### config.mk
export PLATFORM = sky130hd
export DESIGN_NAME = cmd_encoder
export DESIGN_NICKNAME = d
export VERILOG_FILES = /design/src/rtl/cmd_pkg.sv /design/src/rtl/cmd_checksum.sv /design/src/rtl/cmd_encoder.sv
export SDC_FILE = /design/constraint.sdc
export NUM_CORES = 1
export LEC_CHECK = 0
export ABC_AREA = 1
export CORE_MARGIN = 1
export CORE_UTILIZATION = 40
export CTS_BUF_LIST = sky130_fd_sc_hd__clkbuf_4 sky130_fd_sc_hd__clkbuf_8
export DETAILED_ROUTE_END_ITERATION = 7
export PLACE_DENSITY = 0.8
export SETUP_SLACK_MARGIN = 0.4
export SYNTH_ARGS = -nofsm -noshare
export SYNTH_HDL_FRONTEND = slang
export SYNTH_HIERARCHICAL = 1
export SYNTH_SLANG_ARGS = --single-unit
### constraint.sdc
create_clock -name clk -period 3.3 [get_ports clk]
set_input_delay 0.825 -clock clk [delete_from_list [all_inputs] [get_ports clk]]
set_output_delay 0.825 -clock clk [all_outputs]
set_load 0.005 [all_outputs]
### src/rtl/cmd_pkg.sv
// Shared command-word definitions for the command encoder and decoder.
// Flag bit positions, field offsets and the encoder FSM state type.
package cmd_pkg;

    localparam int ON_BIT        = 0;
    localparam int OFF_BIT       = 1;
    localparam int INC_BIT       = 2;
    localparam int DEC_BIT       = 3;
    localparam int RECV_BIT      = 4;
    localparam int SEND_BIT      = 5;
    localparam int QUALIFIER_BIT = 6;
    localparam int RESERVED_BIT  = 7;

    localparam int FIELD_WIDTH = 8;
    localparam int AMOUNT_LSB  = 8;
    localparam int SEQ_LSB     = 16;
    localparam int CSUM_LSB    = 24;
    localparam int WORD_WIDTH  = 32;

    typedef enum logic {
        ST_IDLE = 1'b0,
        ST_SEND = 1'b1
    } state_e;

endpackage

### src/rtl/cmd_checksum.sv
// Checksum byte of a command word: XOR of the flags, amount and sequence bytes.
module cmd_checksum
    import cmd_pkg::*;
(
    input  logic [3*FIELD_WIDTH-1:0] low_bytes,
    output logic [FIELD_WIDTH-1:0]   checksum
);

    assign checksum = low_bytes[0 +: FIELD_WIDTH]
                    ^ low_bytes[FIELD_WIDTH +: FIELD_WIDTH]
                    ^ low_bytes[2*FIELD_WIDTH +: FIELD_WIDTH];

endmodule

### src/rtl/cmd_encoder.sv
// Packs requested command flags into a checksummed, sequence-numbered word and
// hands it downstream over a valid/ready link, one word at a time.
module cmd_encoder
    import cmd_pkg::*;
#(
    parameter int DATA_WIDTH   = 32,
    parameter int AMOUNT_WIDTH = 8
) (
    input  logic                    clk,
    input  logic                    rst_n,
    input  logic                    req_valid,
    output logic                    req_ready,
    input  logic                    on,
    input  logic                    off,
    input  logic                    increase,
    input  logic                    decrease,
    input  logic                    send,
    input  logic                    receive,
    input  logic [AMOUNT_WIDTH-1:0] amount,
    output logic [DATA_WIDTH-1:0]   tx_data,
    output logic                    tx_valid,
    input  logic                    tx_ready,
    output logic                    err_conflict,
    output logic [7:0]              seq
);

    state_e                    state_q, state_d;
    logic [DATA_WIDTH-1:0]     data_q, data_d;
    logic [7:0]                seq_q, seq_d;
    logic                      err_q, err_d;
    logic                      active_q, active_d;

    logic [FIELD_WIDTH-1:0]    flags_byte;
    logic [FIELD_WIDTH-1:0]    amount_byte;
    logic [3*FIELD_WIDTH-1:0]  low_bytes;
    logic [FIELD_WIDTH-1:0]    checksum;
    logic [WORD_WIDTH-1:0]     word;
    logic                      conflict;

    always_comb begin
        flags_byte                = '0;
        flags_byte[ON_BIT]        = on;
        flags_byte[OFF_BIT]       = off;
        flags_byte[INC_BIT]       = increase;
        flags_byte[DEC_BIT]       = decrease;
        flags_byte[RECV_BIT]      = receive;
        flags_byte[SEND_BIT]      = send;
        flags_byte[QUALIFIER_BIT] = 1'b1;
        flags_byte[RESERVED_BIT]  = 1'b0;
        // A step size only means something alongside increase/decrease.
        amount_byte = (increase || decrease) ? FIELD_WIDTH'(amount) : '0;
    end

    assign low_bytes = {seq_q, amount_byte, flags_byte};

    cmd_checksum u_checksum (
        .low_bytes (low_bytes),
        .checksum  (checksum)
    );

    always_comb begin
        word                                = '0;
        word[0 +: FIELD_WIDTH]              = flags_byte;
        word[AMOUNT_LSB +: FIELD_WIDTH]     = amount_byte;
        word[SEQ_LSB +: FIELD_WIDTH]        = seq_q;
        word[CSUM_LSB +: FIELD_WIDTH]       = checksum;
    end

    assign conflict = (on && off) || (increase && decrease);

    always_comb begin
        state_d  = state_q;
        data_d   = data_q;
        seq_d    = seq_q;
        err_d    = 1'b0;
        active_d = 1'b1;
        case (state_q)
            ST_IDLE: begin
                if (req_valid && req_ready) begin
                    if (conflict) begin
                        err_d = 1'b1;
                    end else begin
                        state_d = ST_SEND;
                        data_d  = DATA_WIDTH'(word);
                    end
                end
            end
            ST_SEND: begin
                if (tx_ready) begin
                    state_d = ST_IDLE;
                    seq_d   = seq_q + 8'd1;
                end
            end
            default: state_d = ST_IDLE;
        endcase
    end

    // active_q keeps req_ready low until the first clock edge out of reset.
    always_ff @(posedge clk) begin
        if (!rst_n) begin
            state_q  <= ST_IDLE;
            data_q   <= '0;
            seq_q    <= '0;
            err_q    <= 1'b0;
            active_q <= 1'b0;
        end else begin
            state_q  <= state_d;
            data_q   <= data_d;
            seq_q    <= seq_d;
            err_q    <= err_d;
            active_q <= active_d;
        end
    end

    assign req_ready    = active_q && (state_q == ST_IDLE);
    assign tx_valid     = (state_q == ST_SEND);
    assign tx_data      = data_q;
    assign err_conflict = err_q;
    assign seq          = seq_q;

endmodule

==> results.json, run 1 <==
{
  "clkLatencyLatePin_ns": 0.30,
  "layout_worst_path_cycle_share": 0.679,
  "pwr-share-comb": 0.175,
  "chipWidth_um": 74.5,
  "critPathTopFamily": "buffers and inverters",
  "critPathSlowestCell": "clkdlybuf4s50_1",
  "stdcell_count": 486,
  "drc": 0,
  "status": "finished clean",
  "ir_drop_v": 0.000202,
  "io_pins": 61,
  "placed_cells": 478,
  "die_area_um2": 5560,
  "cts_resized": 0,
  "synth-seq-cells": 42,
  "cts_buffers": 5,
  "coreArea_um2": 5070,
  "clkPwrFrac": 0.327,
  "synth.area.top_cells": "dfxtp_1 40%, nand2_1 22%, nor2_1 14%",
  "start_util": 0.415,
  "seq_power_share": 0.498,
  "crit_buf_inv": 1,
  "power.internal_w": 0.000807,
  "synth_seq_area_share": 0.400,
  "p_sw_frac": 0.265,
  "clock_skew_ns": 0.00653,
  "critPathLaunchType": "register",
  "cp_max_fo": 9,
  "cts_root_buf": "clkbuf_8",
  "cts_setup_buffers": 0,
  "path_cells": "clkdlybuf4s50_1",
  "worst_path_largest_cell_delay_ns": 0.57,
  "yosys.area.top_type": "dfxtp_1",
  "crit_arrival_ns": 1.42,
  "die_y_um": 74.5,
  "port_buffers": 59,
  "final_area_um2": 2840,
  "switching_power_w": 0.000291,
  "rsz0062_at_grt": "no",
  "grt_pass1_wl_mm": 7.97,
  "synth_cell_types": 20,
  "avgSynthCellArea_um2": 5.94,
  "final_nets": 434,
  "hp-class": "register to register",
  "drt_iter0_markers": 85,
  "power_density_nw_per_um2": 387,
  "first_global_vias": 1943,
  "fill_cells": 540,
  "finalPower_w": 0.00110,
  "finalSetupTns_ns": 0,
  "multi_input_area_um2": 942,
  "dpl_cell_area_um2": 2740,
  "vias": 2175,
  "layout-drive-gt1-share": 0.0361,
  "n_antenna_cell": 0,
  "cts_htree_levels": 2,
  "regArea_um2": 841,
  "drt_wl_total_mm": 4.85,
  "cts_max_path_buffers": 2,
  "reg2reg_setup_slack_ns": 1.80,
  "layout_commonest_cell": "nand2_1",
  "syn_inst": 354,
  "hold_violations": 0,
  "first_pass_iters": 4,
  "hpwl_mm": 3.57,
  "fin_ws_ns": 1.06,
  "critical_path_class": "register to primary output",
  "drt-vias-per-instance": 4.48,
  "num_rows": 26,
  "grt_max_degree": 35,
  "setup_viol": 0,
  "final_cell_mix": "121 x nand2_1, 80 x nor2_1, 68 x inv_1",
  "clock_sinks": 42,
  "overflow": 0,
  "wl_per_cell_um": 9.97,
  "hold_buffers": 0,
  "slew_violations": 0,
  "gp_congestion": 0.815,
  "synth.cell_area_um2": 2100,
  "min_period_ns": 2.24,
  "clkTransAtPathRegs_ns": 0.08,
  "yosysWarnings": 6,
  "drv_cap": 0,
  "cellLeakagePower_nw": 1.39,
  "tritoncts": "yes",
  "ant_nets": 0,
  "antenna_found_initial": 0,
  "grt.total_usage": 0.188,
  "area_delta_synth_final_pct": 34.8,
  "place_ws_ns": 0.799,
  "max_freq_mhz": 446,
  "required_ns": 2.47,
  "yosys.area.top_type_share": 0.400,
  "worstSetupEndpointType": "primary output"
}
==> state kept, by name, indices dropped and copies added (netlist names) <==
name          count
err_conflict      1
tx_valid          1
seq               8
tx_data          31
active_q          1
==> cell type report <==
cell class / count / area share
sequential: 42 / 0.296
inverter: 69 / 0.0913
timing repair buffer: 62 / 0.216
multi-input combinational: 235 / 0.332
clock inverter: 1 / 0.00176
clock buffer: 7 / 0.0317
tap: 70 / 0.0309
==> cell usage after synthesis <==
cell	instances
buf_2	3
buf_6	4
nand3_2	1
buf_1	2
dfxtp_1	42
buf_4	1
nand4_1	1
inv_2	1
o21ai_0	4
nand2_2	1
clkbuf_1	1
ha_1	1
conb_1	2
o21a_1	1
nand2_1	121
nand3_1	14
nor2_1	80
a21oi_1	5
nor2_2	1
inv_1	68
==> final timing paths <==
kind | startpoint | endpoint | cells after the start
min | tx_data[28]$_SDFFE_PN0P_ | tx_data[28]$_SDFFE_PN0P_ | 2
max reg2reg | tx_valid$_SDFF_PN0_ | tx_data[28]$_SDFFE_PN0P_ | 7
min reg2reg | tx_data[28]$_SDFFE_PN0P_ | tx_data[28]$_SDFFE_PN0P_ | 2
max | seq[3]$_SDFFE_PN0P_ | seq[3] | 1
==> metrics by stage <==
stage | hold WS (ns) | util
after floorplan | 0.463 | -
after global placement | 0.454 | 0.540
after detailed placement | 0.472 | 0.540
after CTS | 0.488 | 0.559
after global routing | 0.514 | 0.559
final | 0.485 | 0.559
==> metal layers <==
| metal | global-route usage | wire (um) | vias up |
|---|---|---|---|
| met3 | 0.0528 | 277 | 7 |
| met2 | 0.336 | 2330 | 63 |
| met5 | 0 | 0 | - |
| met1 | 0.211 | 2150 | 972 |
| li1 | - | - | 1133 |
| met4 | 0.0734 | 81 | 0 |
==> power groups by stage <==
stage                     logic [W]  clock network, W  registers [W]
after floorplan            0.000102                 0       0.000559
after global placement     0.000188                 0       0.000559
after detailed placement   0.000192                 0       0.000559
after CTS                  0.000193          0.000363       0.000547
after global routing       0.000219          0.000378       0.000550
final                      0.000192          0.000359       0.000547
==> cells by family after synthesis <==
| group | share of synthesized area |
|---|---|
| simple gates | 0.405 |
| buf+inv | 0.161 |
| flops | 0.400 |
| compound gates | 0.0250 |
| other cells | 0.00357 |
| fa+ha+maj | 0.00594 |
Power figures use the tool's default switching activity.
==> run 2: changes to the inputs <==
==> constraint.sdc (replaced) <==
create_clock -name clk -period 2.1 [get_ports clk]
set_input_delay 0.525 -clock clk [delete_from_list [all_inputs] [get_ports clk]]
set_output_delay 0.525 -clock clk [all_outputs]
set_load 0.005 [all_outputs]
==> run 2 against run 1 <==
First-iteration DRC count is 4.7% lower. Clock power is 79% higher. Clock skew is 0.00077 ns higher. Via count is 4.6% higher. Setup slack worse by 0.64 ns. Largest cell class unchanged.
==> results.json, run 2 (same netlist as run 1, synthesis figures left out) <==
{
  "num_rows": 26,
  "multi_input_area_um2": 957,
  "rsz0062_at_grt": "no",
  "start_util": 0.415,
  "wl_per_cell_um": 10.8,
  "area_delta_synth_final_pct": 49.8,
  "n_antenna_cell": 0,
  "first_pass_iters": 5,
  "worst_path_largest_cell_delay_ns": 0.50,
  "status": "finished clean",
  "clkLatencyLatePin_ns": 0.30,
  "drc": 0,
  "final_cell_mix": "121 x nand2_1, 78 x nor2_1, 67 x inv_1",
  "reg2reg_setup_slack_ns": 0.85,
  "setup_viol": 0,
  "io_pins": 61,
  "cts_buffers": 5,
  "first_global_vias": 1986,
  "vias": 2274,
  "power_density_nw_per_um2": 581,
  "antenna_found_initial": 0,
  "required_ns": 1.57,
  "cts_max_path_buffers": 2,
  "gp_congestion": 0.814,
  "overflow": 0,
  "critPathLaunchType": "register",
  "r2r_end": "tx_data[10]$_SDFFE_PN0P_",
  "clock_skew_ns": 0.00730,
  "cp.depth": 1,
  "worstSetupEndpointType": "primary output",
  "critPathTopFamily": "buffers and inverters",
  "largest_reg_flops": 31,
  "layout_commonest_cell": "nand2_1",
  "min_period_ns": 1.68,
  "drv_cap": 0,
  "ir_drop_v": 0.000339,
  "path_cells": "clkdlybuf4s50_1",
  "hold_violations": 0,
  "max_freq_mhz": 596,
  "final_nets": 454,
  "finalSetupTns_ns": 0,
  "regArea_um2": 876,
  "grtUsageMet3": 0.0556,
  "cellLeakagePower_nw": 1.86,
  "r2r_start": "tx_valid$_SDFF_PN0_",
  "grt_pass1_wl_mm": 8.29,
  "layout-drive-gt1-share": 0.124,
  "cp_max_fo": 2,
  "busiest_layer": "met2",
  "fill_cells": 478,
  "slew_violations": 0,
  "layout_worst_path_cycle_share": 0.799,
  "critical_path_class": "register to primary output",
  "critPathLaunch": "seq[5]$_SDFFE_PN0P_",
  "die_area_um2": 5560,
  "drt_wl_total_mm": 5.47,
  "cts_root_buf": "clkbuf_8",
  "coreArea_um2": 5070,
  "chipWidth_um": 74.5,
  "die_y_um": 74.5,
  "drt_iter0_markers": 81,
  "stdcell_count": 506,
  "crit_arrival_ns": 1.15,
  "tritoncts": "yes",
  "met2_usage": 0.346,
  "crit_buf_inv": 1,
  "port_buffers": 59,
  "critPathSlowestCell": "clkdlybuf4s50_1",
  "grt.total_usage": 0.197,
  "clock_sinks": 42,
  "placed_cells": 487,
  "ant_nets": 0,
  "clkTransAtPathRegs_ns": 0.08,
  "cts_htree_levels": 2,
  "hp-class": "register to register",
  "hpwl_mm": 3.75,
  "gr-usage-met1": 0.228,
  "cp-endpoint": "seq[5]",
  "grt_max_degree": 32,
  "reg2regPathDepth": 8,
  "drt-vias-per-instance": 4.49
}
## run 2: changes by cell type in the layout (fill, tap and decap cells not counted), moves of 2 or more
cell             change
buf_4               +15
clkbuf_16            +2
dfxtp_2             +10
nor2_1               -2
clkdlybuf4s50_1     -23
dfxtp_4              +6
dlygate4sd2_1        +4
dfxtp_1             -16
dlymetal6s2s_1      +19
## run 2: what timing repair did
action,4_1_cts,5_1_grt
endpoints found under the hold margin,0,0
pin swaps,0,2
cloned,0,2
endpoints found under the setup margin,23,53
hold buffers,0,0
buffers inserted,4,5
resized for setup,21,35
## run 2: cell type report
type / instances / share of cell area
flip-flops and latches: 42 / 0.278
clock buffers: 5 / 0.0218
multi-input cells: 235 / 0.304
inverters: 69 / 0.0821
clock inverters: 3 / 0.0127
repair buffers: 82 / 0.274
well taps: 70 / 0.0278
## run 2: metrics by stage
step                      cell area, um^2  utilization  hold WS [ns]  power (W)  setup WS, ns
after floorplan                      2120            -         0.463    0.00104         0.686
after global placement               2810        0.554         0.464    0.00118        0.0739
after detailed placement             2810        0.554         0.474    0.00119        0.0459
after CTS                            2980        0.586         0.491    0.00183         0.299
after global routing                 3150        0.621         0.501    0.00192         0.401
final                                3150        0.621         0.471    0.00183         0.422
## run 2: worst min-delay path by stage
stage / from / to / slack (ns) / cells past startpoint
after detailed placement: tx_data[5]$_SDFFE_PN0P_ / tx_data[5]$_SDFFE_PN0P_ / 0.47 / 2
after global placement: tx_data[0]$_SDFFE_PN0P_ / tx_data[0]$_SDFFE_PN0P_ / 0.46 / 2
final: tx_data[6]$_SDFFE_PN0P_ / tx_data[6]$_SDFFE_PN0P_ / 0.47 / 2
after CTS: tx_data[29]$_SDFFE_PN0P_ / tx_data[29]$_SDFFE_PN0P_ / 0.49 / 2
after global routing: tx_data[9]$_SDFFE_PN0P_ / tx_data[9]$_SDFFE_PN0P_ / 0.50 / 2
after floorplan: tx_data[6]$_SDFFE_PN0P_ / tx_data[6]$_SDFFE_PN0P_ / 0.46 / 2
## run 2: report_power, final
| group | internal [W] | switching, W | total (W) |
|---|---|---|---|
| Clock | 0.000350 | 0.000293 | 0.000644 |
| Combinational | 0.000173 | 0.000162 | 0.000336 |
| Sequential | 0.000831 | 0.0000216 | 0.000853 |
| Total | 0.00135 | 0.000477 | 0.00183 |
## run 2: per-layer routing
layer	vias to the layer above	wire length, um
li1	1174	-
met1	1028	2390
met2	64	2630
met3	8	365
met4	0	76
met5	-	0
